==> config.mk <==
export PLATFORM = sky130hd
export DESIGN_NAME = dsm2_bitstream_tx_flat
export DESIGN_NICKNAME = d
export VERILOG_FILES = /design/src/rtl/dsm2_bitstream_tx_if.sv /design/src/rtl/dsm2_bitstream_tx.sv /design/src/flat_wrapper.sv
export SDC_FILE = /design/constraint.sdc
export NUM_CORES = 1
export LEC_CHECK = 0
export ABC_AREA = 1
export CAP_MARGIN = 20
export CORE_AREA = 2 2 84 166
export CTS_BUF_LIST = sky130_fd_sc_hd__clkbuf_2
export CTS_CLUSTER_DIAMETER = 40
export CTS_CLUSTER_SIZE = 28
export DETAILED_ROUTE_END_ITERATION = 6
export DIE_AREA = 0 0 86 168
export GPL_TIMING_DRIVEN = 0
export PLACE_DENSITY = 0.66
export SETUP_SLACK_MARGIN = 0.4
export SLEW_MARGIN = 15
export SYNTH_ARGS = -nofsm -noshare
export SYNTH_HDL_FRONTEND = slang
export SYNTH_SLANG_ARGS = --single-unit
==> constraint.sdc <==
create_clock -name clk_i -period 4.6 [get_ports clk_i]
set_clock_uncertainty 0.1 [all_clocks]
set_input_delay 0.69 -clock clk_i [delete_from_list [all_inputs] [get_ports clk_i]]
set_output_delay 0.69 -clock clk_i [all_outputs]
set_load 0.05 [all_outputs]
==> src/rtl/dsm2_bitstream_tx_if.sv <==
// Sample handshake between the sample source and the delta-sigma transmitter.
// The source drives sample/valid; the transmitter answers with ready.
interface dsm2_bitstream_tx_if #(
    parameter int DATA_WIDTH = 16
);
    logic [DATA_WIDTH-1:0] sample_i;
    logic                  sample_valid_i;
    logic                  sample_ready_o;

    modport master (
        output sample_i,
        output sample_valid_i,
        input  sample_ready_o
    );

    modport slave (
        input  sample_i,
        input  sample_valid_i,
        output sample_ready_o
    );
endinterface

==> src/rtl/dsm2_bitstream_tx.sv <==
// Second-order delta-sigma modulator: unsigned parallel samples in, 1-bit stream out.
// A one-entry buffer decouples the handshake from the tick-driven zero-order hold.
// Optional feature macro: DSM2_DITHER_EN adds a 1-LSB LFSR dither to the first integrator.
module dsm2_bitstream_tx #(
    parameter int DATA_WIDTH    = 16,
    parameter int INTERP_FACTOR = 10,
    parameter int ACC_WIDTH     = DATA_WIDTH + 4
) (
    input  logic               clk_i,
    input  logic               rst_i,
    input  logic               enable_i,
    dsm2_bitstream_tx_if.slave smp,
    output logic               bitstream_o,
    output logic               sample_tick_o,
    output logic               underrun_o,
    input  logic               underrun_clr_i
);
    localparam int CNT_WIDTH = (INTERP_FACTOR > 1) ? $clog2(INTERP_FACTOR) : 1;
    localparam logic [CNT_WIDTH-1:0] CNT_LAST = CNT_WIDTH'(INTERP_FACTOR - 1);
    localparam logic signed [ACC_WIDTH:0] SAT_MAX = {2'b00, {(ACC_WIDTH-1){1'b1}}};
    localparam logic signed [ACC_WIDTH:0] SAT_MIN = {2'b11, {(ACC_WIDTH-1){1'b0}}};
    localparam logic signed [ACC_WIDTH:0] FB_FULL =
        {{(ACC_WIDTH-DATA_WIDTH){1'b0}}, 1'b1, {DATA_WIDTH{1'b0}}};

    logic [CNT_WIDTH-1:0]        tick_cnt;
    logic [DATA_WIDTH-1:0]       buf_q;
    logic [DATA_WIDTH-1:0]       x_q;
    logic                        buf_full;
    logic                        buf_full_next;
    logic                        ready_q;
    logic signed [ACC_WIDTH-1:0] i1_q;
    logic signed [ACC_WIDTH-1:0] i2_q;
    logic                        bit_q;
    logic                        tick_q;
    logic                        underrun_q;
    logic                        accept;
    logic                        tick;
    logic                        load_x;
    logic signed [ACC_WIDTH:0]   x_ext;
    logic signed [ACC_WIDTH:0]   fb_ext;
    logic signed [ACC_WIDTH:0]   i1_ext;
    logic signed [ACC_WIDTH:0]   i2_ext;
    logic signed [ACC_WIDTH:0]   dith_ext;
    logic signed [ACC_WIDTH:0]   sum1;
    logic signed [ACC_WIDTH:0]   sum2;
    logic signed [ACC_WIDTH-1:0] i1_next;
    logic signed [ACC_WIDTH-1:0] i2_next;

    function automatic logic signed [ACC_WIDTH-1:0] sat(input logic signed [ACC_WIDTH:0] v);
        if (v > SAT_MAX) return SAT_MAX[ACC_WIDTH-1:0];
        if (v < SAT_MIN) return SAT_MIN[ACC_WIDTH-1:0];
        return v[ACC_WIDTH-1:0];
    endfunction

    assign accept        = smp.sample_valid_i & ready_q;
    assign tick          = enable_i & (tick_cnt == CNT_LAST);
    assign load_x        = tick & buf_full;
    assign buf_full_next = accept | (buf_full & ~tick);

    assign smp.sample_ready_o = ready_q;
    assign bitstream_o        = bit_q;
    assign sample_tick_o      = tick_q;
    assign underrun_o         = underrun_q;

`ifdef DSM2_DITHER_EN
    logic [15:0] lfsr_q;

    // Maximal-length LFSR whose LSB nudges the first integrator to break idle tones
    always_ff @(posedge clk_i or posedge rst_i) begin
        if (rst_i) begin
            lfsr_q <= 16'hACE1;
        end else if (enable_i) begin
            lfsr_q <= {lfsr_q[14:0], lfsr_q[15] ^ lfsr_q[13] ^ lfsr_q[12] ^ lfsr_q[10]};
        end
    end

    assign dith_ext = {{ACC_WIDTH{1'b0}}, lfsr_q[0]};
`else
    assign dith_ext = '0;
`endif

    // Integrator sums in one extra bit so the clamp sees the true overflow
    always_comb begin
        x_ext   = {{(ACC_WIDTH+1-DATA_WIDTH){1'b0}}, x_q};
        fb_ext  = bit_q ? FB_FULL : '0;
        i1_ext  = {i1_q[ACC_WIDTH-1], i1_q};
        i2_ext  = {i2_q[ACC_WIDTH-1], i2_q};
        sum1    = i1_ext + x_ext + dith_ext - fb_ext;
        sum2    = i2_ext + i1_ext - fb_ext;
        i1_next = sat(sum1);
        i2_next = sat(sum2);
    end

    // One-entry buffer; ready mirrors "buffer empty" one clock late, so it rises after reset
    always_ff @(posedge clk_i or posedge rst_i) begin
        if (rst_i) begin
            buf_q    <= '0;
            buf_full <= 1'b0;
            ready_q  <= 1'b0;
        end else begin
            if (accept) buf_q <= smp.sample_i;
            buf_full <= buf_full_next;
            ready_q  <= ~buf_full_next;
        end
    end

    // Bit-period counter that paces sample consumption
    always_ff @(posedge clk_i or posedge rst_i) begin
        if (rst_i) begin
            tick_cnt <= '0;
        end else if (enable_i) begin
            tick_cnt <= (tick_cnt == CNT_LAST) ? '0 : tick_cnt + 1'b1;
        end
    end

    // Zero-order hold plus the two integrators and the quantiser bit
    always_ff @(posedge clk_i or posedge rst_i) begin
        if (rst_i) begin
            x_q   <= '0;
            i1_q  <= '0;
            i2_q  <= '0;
            bit_q <= 1'b0;
        end else if (enable_i) begin
            if (load_x) x_q <= buf_q;
            i1_q  <= i1_next;
            i2_q  <= i2_next;
            bit_q <= ~i2_next[ACC_WIDTH-1] & (|i2_next);
        end
    end

    // Status: load pulse and sticky underrun, where a new underrun beats the clear
    always_ff @(posedge clk_i or posedge rst_i) begin
        if (rst_i) begin
            tick_q     <= 1'b0;
            underrun_q <= 1'b0;
        end else begin
            tick_q <= load_x;
            if (tick & ~buf_full) begin
                underrun_q <= 1'b1;
            end else if (underrun_clr_i) begin
                underrun_q <= 1'b0;
            end
        end
    end
endmodule
==> src/flat_wrapper.sv <==
// flat-port wrapper written by rule: the top's interface ports become plain ports
module dsm2_bitstream_tx_flat 
#(
    parameter int DATA_WIDTH    = 16,
    parameter int INTERP_FACTOR = 10,
    parameter int ACC_WIDTH     = DATA_WIDTH + 4
)
  (clk_i, rst_i, enable_i, bitstream_o, sample_tick_o, underrun_o, underrun_clr_i, smp_sample_i, smp_sample_valid_i, smp_sample_ready_o);
  dsm2_bitstream_tx_if #(.DATA_WIDTH(DATA_WIDTH)) smp_i ();
  input  logic clk_i;
  input  logic rst_i;
  input  logic enable_i;
  output logic bitstream_o;
  output logic sample_tick_o;
  output logic underrun_o;
  input  logic underrun_clr_i;
  input wire logic [$bits(smp_i.sample_i)-1:0] smp_sample_i;
  input wire logic [$bits(smp_i.sample_valid_i)-1:0] smp_sample_valid_i;
  output wire logic [$bits(smp_i.sample_ready_o)-1:0] smp_sample_ready_o;
  assign smp_i.sample_i = smp_sample_i;
  assign smp_i.sample_valid_i = smp_sample_valid_i;
  assign smp_sample_ready_o = smp_i.sample_ready_o;
  dsm2_bitstream_tx #(.DATA_WIDTH(DATA_WIDTH), .INTERP_FACTOR(INTERP_FACTOR), .ACC_WIDTH(ACC_WIDTH)) u_core (.clk_i(clk_i), .rst_i(rst_i), .enable_i(enable_i), .smp(smp_i), .bitstream_o(bitstream_o), .sample_tick_o(sample_tick_o), .underrun_o(underrun_o), .underrun_clr_i(underrun_clr_i));
endmodule
==> summary.md, run 1 <==
| Metric | Value |
|---|---|
| Tot GR Track Use | 21.7% |
| Antenna violations before repair | 0 |
| Reg2Reg Depth | 15 |
| # DRC | 0 |
| Final GP Congestion | 0.893 |
| H-tree levels | 3 |
| Area delta synth->final | 8.39% |
| Buffers added on ports | 24 |
| CP max-delay cell | fa_1 |
| Final instance area | 0.00695 sq mm |
| Fin util | 52.3% |
| Avg Cell Area, Syn | 7.00 sq um |
| Number of global-route vias before repair | 5284 |
| Syn_nets | 1012 |
| CTS sink cnt | 81 |
| Post-CTS setup buffers | 0 |
| Distinct cells, synth | 42 |
| Final Hold Fails | 0 |
| First-pass DRT Iterations | 5 |
| Root Buffer | clkbuf_2 |
| DIE AREA | 0.0144 sq mm |
| M1 GR Usage | 29.1% |
| WHS Endpoint | u_core.underrun_o |
| Worst hold path class | reg -> reg |
| Fin Hold WS | 0.408 ns |
| Ys async rst share | 100% |
| Post-Synth Adder-Cell Area | 14.7% |
| Core Region | 0.0133 sq mm |
| Reg2Reg Setup Slack | 1.42 ns |
| Largest net degree at the start of global routing | 45 |
| Die W | 86 um |
| Post-synthesis compound-gate area fraction | 11.5% |
| Crit share post-route | 69.1% |
| Yosys reg bits | 81 |
| Clock latency at the later pin of the worst-skew pair | 0.54 ns |
| Crit-path cells | fa_1, inv_1, ha_1, nand2_1, inv_1, nand3_2, nor2_2, nand3b_1, nand3_1, nand2_1, nand2_2, inv_1, a21oi_2, buf_4, a22oi_1 |
| Critical-path maximum fanout | 10 |
| CTS clock-pin slew for the worst setup and hold paths | 0.24 ns |
| Top FF cell, synth | dfrtp_1 |
| Global routing's busiest layer | met2 |
| Largest family of logic cells by synthesized area | simple AND/OR/NAND/NOR gates |
| Crit-path max cell delay | 0.54 ns |
| DP Wirelength | 12.4 mm |
| Fin nets | 1048 |
| Post-synthesis simple-gate area fraction | 25.2% |
| Reg-to-Reg Start | u_core.bitstream_o |
| Initial core utilization | 48.3% |
| Post-Synth XOR/XNOR Area | 3.69% |
| RSZ-0062 raised after global routing | no |
| Post-synthesis mux area share | 0.176% |
| CTS tree | done |
| Max-capacitance violation count | 0 |
| Worst r2r dst | u_core.i2_q[2] |
| Cells after synthesis | 916 |
| Relative slew slack | 59.9% |
| Worst slew pin tran | 0.596 ns |
| Max Fclk | 315 MHz |
| ANT cells | 0 |
| Vias/cell | 5.08 |
| Met2 usage in global routing | 36.6% |
| CP required | 4.88 ns |
| Max Slew Vio Count | 0 |
| Cell Area, Synth | 0.00641 sq mm |
| Status | finished, final reports clean |
| Ports | 25 |
| DR iter-0 viols | 352 |
| Critical Path Most Common Cell | inv_1 |
| CP arrival | 3.46 ns |
| Hold Path Cell Cnt | 1 |
| Hold path start | u_core.buf_full |
| CP Buf/Inv Count | 4 |
| Post-synth EDFFs | 0 |
| Seq/Total Area, Yosys | 31.6% |
| DP Area | 0.00687 sq mm |
| Critical Setup Path Class | reg -> reg |
| Endpoint class of the critical path | register |
| Critical path origin | u_core.bitstream_o |
| Area occupied by multi-input gates | 0.00355 sq mm |
| Post-Route WL | 15.1 mm |
| CTS Hold Bufs | 0 |
| Post-CTS resize count | 0 |
| Rows | 60 |
| Height of the die | 168 um |
| FF/Latch Area | 0.00203 sq mm |
| Met3 GRT Util | 2.70% |
| WL/cell | 13.6 um |
| Via Count | 5647 |
| Crit start category | register |
| Most common cell after layout, fill and taps aside | nand2_1 |
| Clock Tree Buf Depth | 2 |
| Total global routing overflow | 0 |
| Share of cells above drive strength 1 | 5.13% |
| Fin Setup TNS | 0 ns |
| Filler cells | 1387 |
| First-pass GRT wire length | 24.9 mm |
| CP delay by family, top | adder cells |
| ANT nets after route | 0 |
| Syn. warnings | 0 |
| Num CTS Buffers | 9 |
| Tmin final | 3.18 ns |
| Final setup fails | 0 |
| Most frequent cells in the layout | 259 x nand2_1, 194 x inv_1, 81 x dfrtp_1 |
==> registers in the layout, summed over array words and instances (netlist names) <==
register,count
u_core.i2_q,20
u_core.buf_q,16
u_core.underrun_o,1
u_core.tick_cnt,4
u_core.i1_q,20
u_core.x_q,16
u_core.smp.sample_ready_o,1
u_core.sample_tick_o,1
u_core.bitstream_o,1
u_core.buf_full,1
==> cells in the mapped netlist, types with 2 or more instances <==
master / n / area (sq um)
buf_1: 2 / 7.51
xnor2_1: 8 / 70.1
nor3_1: 3 / 15.0
a22oi_1: 14 / 105
o31ai_1: 2 / 15.0
o21ai_0: 36 / 180
a21oi_1: 41 / 205
ha_1: 74 / 926
nand3_1: 33 / 165
a31oi_1: 21 / 131
buf_6: 3 / 33.8
buf_4: 2 / 15.0
dfrtp_1: 81 / 2030
nand2_2: 8 / 50.1
nand3_2: 2 / 20.0
nand2_1: 259 / 972
o21bai_1: 2 / 15.0
nand4_1: 7 / 43.8
nand3b_1: 2 / 15.0
o21ai_2: 4 / 35.0
inv_1: 195 / 732
a21o_1: 2 / 15.0
nor2_1: 65 / 244
xor2_1: 19 / 166
clkbuf_1: 10 / 37.5
nor2_2: 5 / 31.3
==> logic make-up after synthesis <==
family	count (synthesis)
AND/OR/NAND/NOR	390
buffers and inverters	215
AO/OA/AOI/OAI	127
flip-flops	81
adder cells (fa/ha/maj)	75
XOR/XNOR	27
multiplexers	1
==> cell type report <==
| cell class | count | share of cell area (%) |
|---|---|---|
| tap | 155 | 2.79 |
| sequential | 81 | 29.2 |
| inverter | 197 | 10.7 |
| clock buffer | 9 | 0.648 |
| multi-input combinational | 620 | 51.0 |
| clock inverter | 6 | 0.522 |
| timing repair buffer | 25 | 3.74 |
| buffer | 18 | 1.42 |
==> how the worst max path moves through the flow <==
stage	to	cells past startpoint
after detailed placement	u_core.bitstream_o	19
after global routing	u_core.bitstream_o	20
after floorplan	u_core.bitstream_o	19
final	u_core.i2_q[2]	15
after CTS	u_core.bitstream_o	19
after global placement	u_core.i2_q[11]	2
==> layer usage <==
layer / part of all wire, % / up-vias
met5: 0 / -
met4: 1.9 / 0
met3: 2.4 / 23
met2: 50 / 89
met1: 46 / 2600
li1: - / 2935
==> worst reg2reg max path: cells and delay by family (launching register included) <==
kind	cells	cell delay (ns)
AOI/OAI and AO/OA	2	0.34
adders and majority gates	2	0.94
buffers and inverters	4	0.46
DFF	1	0.48
and+or+nand+nor	7	0.70
==> metrics by stage <==
| stage | setup slack, ns | std cells |
|---|---|---|
| after floorplan | 1.63 | 916 |
| after global placement | 0.438 | 1095 |
| after detailed placement | 1.47 | 1096 |
| after CTS | 1.43 | 1111 |
| after global routing | 1.14 | 1111 |
| final | 1.42 | 1111 |
Power of run 1 is not shown: default switching activity piles up to over one toggle a cycle in this logic, so the estimate is an artifact.
==> run 2: changes to the inputs <==
==> constraint.sdc (replaced) <==
create_clock -name clk_i -period 3.3 [get_ports clk_i]
set_clock_uncertainty 0.1 [all_clocks]
set_input_delay 0.495 -clock clk_i [delete_from_list [all_inputs] [get_ports clk_i]]
set_output_delay 0.495 -clock clk_i [all_outputs]
set_load 0.05 [all_outputs]
==> run 2 against run 1 <==
Effect of this change:
- the run now ends with design-rule violations left
- fmax up 7.9%
- register-to-register slack worse by 1.1 ns
- non-clock buffer count up 13
- global-route usage down 0.14 points
- worst hold slack worse by 0.22 ns
- setup slack worse by 1.1 ns
- critical path depth up 4
- die area unchanged
- design area up 9.6%
- critical path type unchanged
- critical endpoint is now u_core.bitstream_o
==> summary.md, run 2 (synthesis results as in run 1) <==
| Metric | Value |
|---|---|
| H-tree levels | 3 (unchanged) |
| Clock Tree Buf Depth | 2 (unchanged) |
| ANT nets after route | 0 (unchanged) |
| Height of the die | 168 um (unchanged) |
| Num CTS Buffers | 9 (unchanged) |
| Initial core utilization | 48.3% (unchanged) |
| CTS sink cnt | 81 (unchanged) |
| Final setup fails | 0 (unchanged) |
| Largest regs | u_core.i1_q (20), u_core.i2_q (20) |
| Worst r2r dst | u_core.bitstream_o |
| Root Buffer | clkbuf_2 |
| Relative slew slack | 57.2% (-2.7 points) |
| # DRC | 4 (+4) |
| Area delta synth->final | 18.8% |
| Max Fclk | 340 MHz (+7.9%) |
| Final GP Congestion | 0.882 (-1.2%) |
| Worst slew pin tran | 0.642 ns (+0.0461 ns) |
| Crit start category | register |
| Filler cells | 1270 (-8.4%) |
| Vias/cell | 5.09 (+0.14%) |
| DR iter-0 viols | 363 (+3.1%) |
| CP required | 3.66 ns (-1.22 ns) |
| Reg2Reg Setup Slack | 0.36 ns (-1.07 ns) |
| Core Region | 0.0133 sq mm (unchanged) |
| Reg-to-Reg Start | u_core.bitstream_o |
| Clock latency at the later pin of the worst-skew pair | 0.54 ns (about the same) |
| Total global routing overflow | 0 (unchanged) |
| Tmin final | 2.94 ns (-0.233 ns) |
| Number of global-route vias before repair | 5386 (+1.9%) |
| Antenna violations before repair | 0 (unchanged) |
| Reg2Reg Depth | 19 (+4) |
| First-pass DRT Iterations | 7 (+2) |
| Ports | 25 (unchanged) |
| Fin util | 57.3% (+5.0 points) |
| Fin nets | 1061 (+1.2%) |
| DP Wirelength | 12.3 mm (-0.51%) |
| Critical Path End | u_core.bitstream_o |
| Fin Setup TNS | 0 ns (unchanged) |
| Crit share post-route | 89.2% (+20 points) |
| CP arrival | 3.30 ns (-0.16 ns) |
| CTS tree | done |
| Max Slew Vio Count | 0 (unchanged) |
| Most frequent cells in the layout | 239 x nand2_1, 191 x inv_1, 80 x dfrtp_1 |
| Buffers added on ports | 24 (unchanged) |
| RSZ-0062 raised after global routing | yes |
| DIE AREA | 0.0144 sq mm (unchanged) |
| Critical Setup Path Class | reg -> reg |
| Post-Route WL | 15.6 mm (+3.6%) |
| Largest net degree at the start of global routing | 48 (+6.7%) |
| WL/cell | 13.9 um (+2.3%) |
| Tot GR Track Use | 21.6% (-0.14 points) |
| Failing checks | design-rule violations |
| Rows | 60 (unchanged) |
| Via Count | 5726 (+1.4%) |
| Critical path origin | u_core.bitstream_o |
| Endpoint class of the critical path | register |
| ANT cells | 0 (unchanged) |
| First-pass GRT wire length | 24.8 mm (-0.36%) |
| Worst hold path class | in -> async |
| Status | finished with violations |
| Share of cells above drive strength 1 | 13.7% (+8.6 points) |
| CTS clock-pin slew for the worst setup and hold paths | 0.23 ns (about the same) |
| Die W | 86 um (unchanged) |
| Critical-path maximum fanout | 8 (-2) |
| Final Hold Fails | 0 (unchanged) |
| Max-capacitance violation count | 0 (unchanged) |
| Most common cell after layout, fill and taps aside | nand2_1 |
-- run 2: changes by cell type in the layout (fill, tap and decap cells not counted), moves of 8 or more --
| cell | before | now |
|---|---|---|
| a21oi_1 | 41 | 31 |
| a21oi_2 | 1 | 9 |
| buf_4 | 2 | 12 |
| ha_1 | 74 | 57 |
| ha_4 | 0 | 12 |
| nand2_1 | 259 | 239 |
| nand2_2 | 8 | 19 |
| nand2_4 | 1 | 10 |
-- run 2: what timing repair did --
action	CTS	global route
resized for setup	9	92
endpoints found under the setup margin	15	34
hold buffers	0	0
pin swaps	8	23
cloned	0	1
buffers inserted	4	8
-- run 2: worst min-delay path by stage --
stage	startpoint	endpoint	slack, ns
floorplan	u_core.buf_q[0]	u_core.buf_q[0]	0.34
global placement	u_core.i1_q[3]	u_core.i1_q[3]	0.36
detailed placement	u_core.buf_q[5]	u_core.buf_q[5]	0.37
CTS	rst_i	u_core.buf_q[0]	0.16
global route	rst_i	u_core.i1_q[14]	0.20
finish	rst_i	u_core.buf_q[0]	0.19
-- run 2: through the flow --
step | hold slack, ns | instances | worst slack (ns) | instance area [sq um]
3_3_place_gp | 0.363 | 1095 | -0.926 | 6850
6_report | 0.185 | 1125 | 0.356 | 7620
5_1_grt | 0.202 | 1125 | 0.162 | 7620
3_5_place_dp | 0.370 | 1096 | 0.136 | 6880
4_1_cts | 0.163 | 1116 | 0.298 | 7100
2_1_floorplan | 0.343 | 916 | 0.437 | 6410
-- run 2: area by class of cell --
cell class,count,area [sq um],share of cell area [%]
Buffer,18,110,1.45
Clock buffer,10,50.0,0.657
Clock inverter,6,106,1.40
Inverter,197,744,9.77
Multi-Input combinational cell,620,4000,52.5
Sequential cell,81,2030,26.6
Tap cell,155,194,2.55
Timing Repair Buffer,38,387,5.07
-- run 2: worst max-delay path: stages, from the launching register on --
cell     delay [ns]
dfrtp_2        0.47
fa_1           0.55
inv_2          0.05
ha_4           0.31
nand2_4        0.07
nor2_4         0.11
nand2_2        0.06
nor2_1         0.08
nand2_1        0.07
nand3_1        0.09
nand2_1        0.06
nand2_2        0.12
nand2_4        0.10
buf_8          0.16
nand2_2        0.07
nand3_1        0.09
nor2_2         0.11
nand3_2        0.09
nand2_2        0.07
nand2_1        0.05
-- run 2: per-layer routing --
metal	vias up	part of all wire, %	global-route usage (%)	wire, um
li1	2964	-	-	-
met1	2641	45	28.5	7000
met2	93	50	36.3	7850
met3	28	2.6	2.60	407
met4	0	2.2	6.97	346
met5	-	0	0	0
Power of run 2 is left out for the same reason.
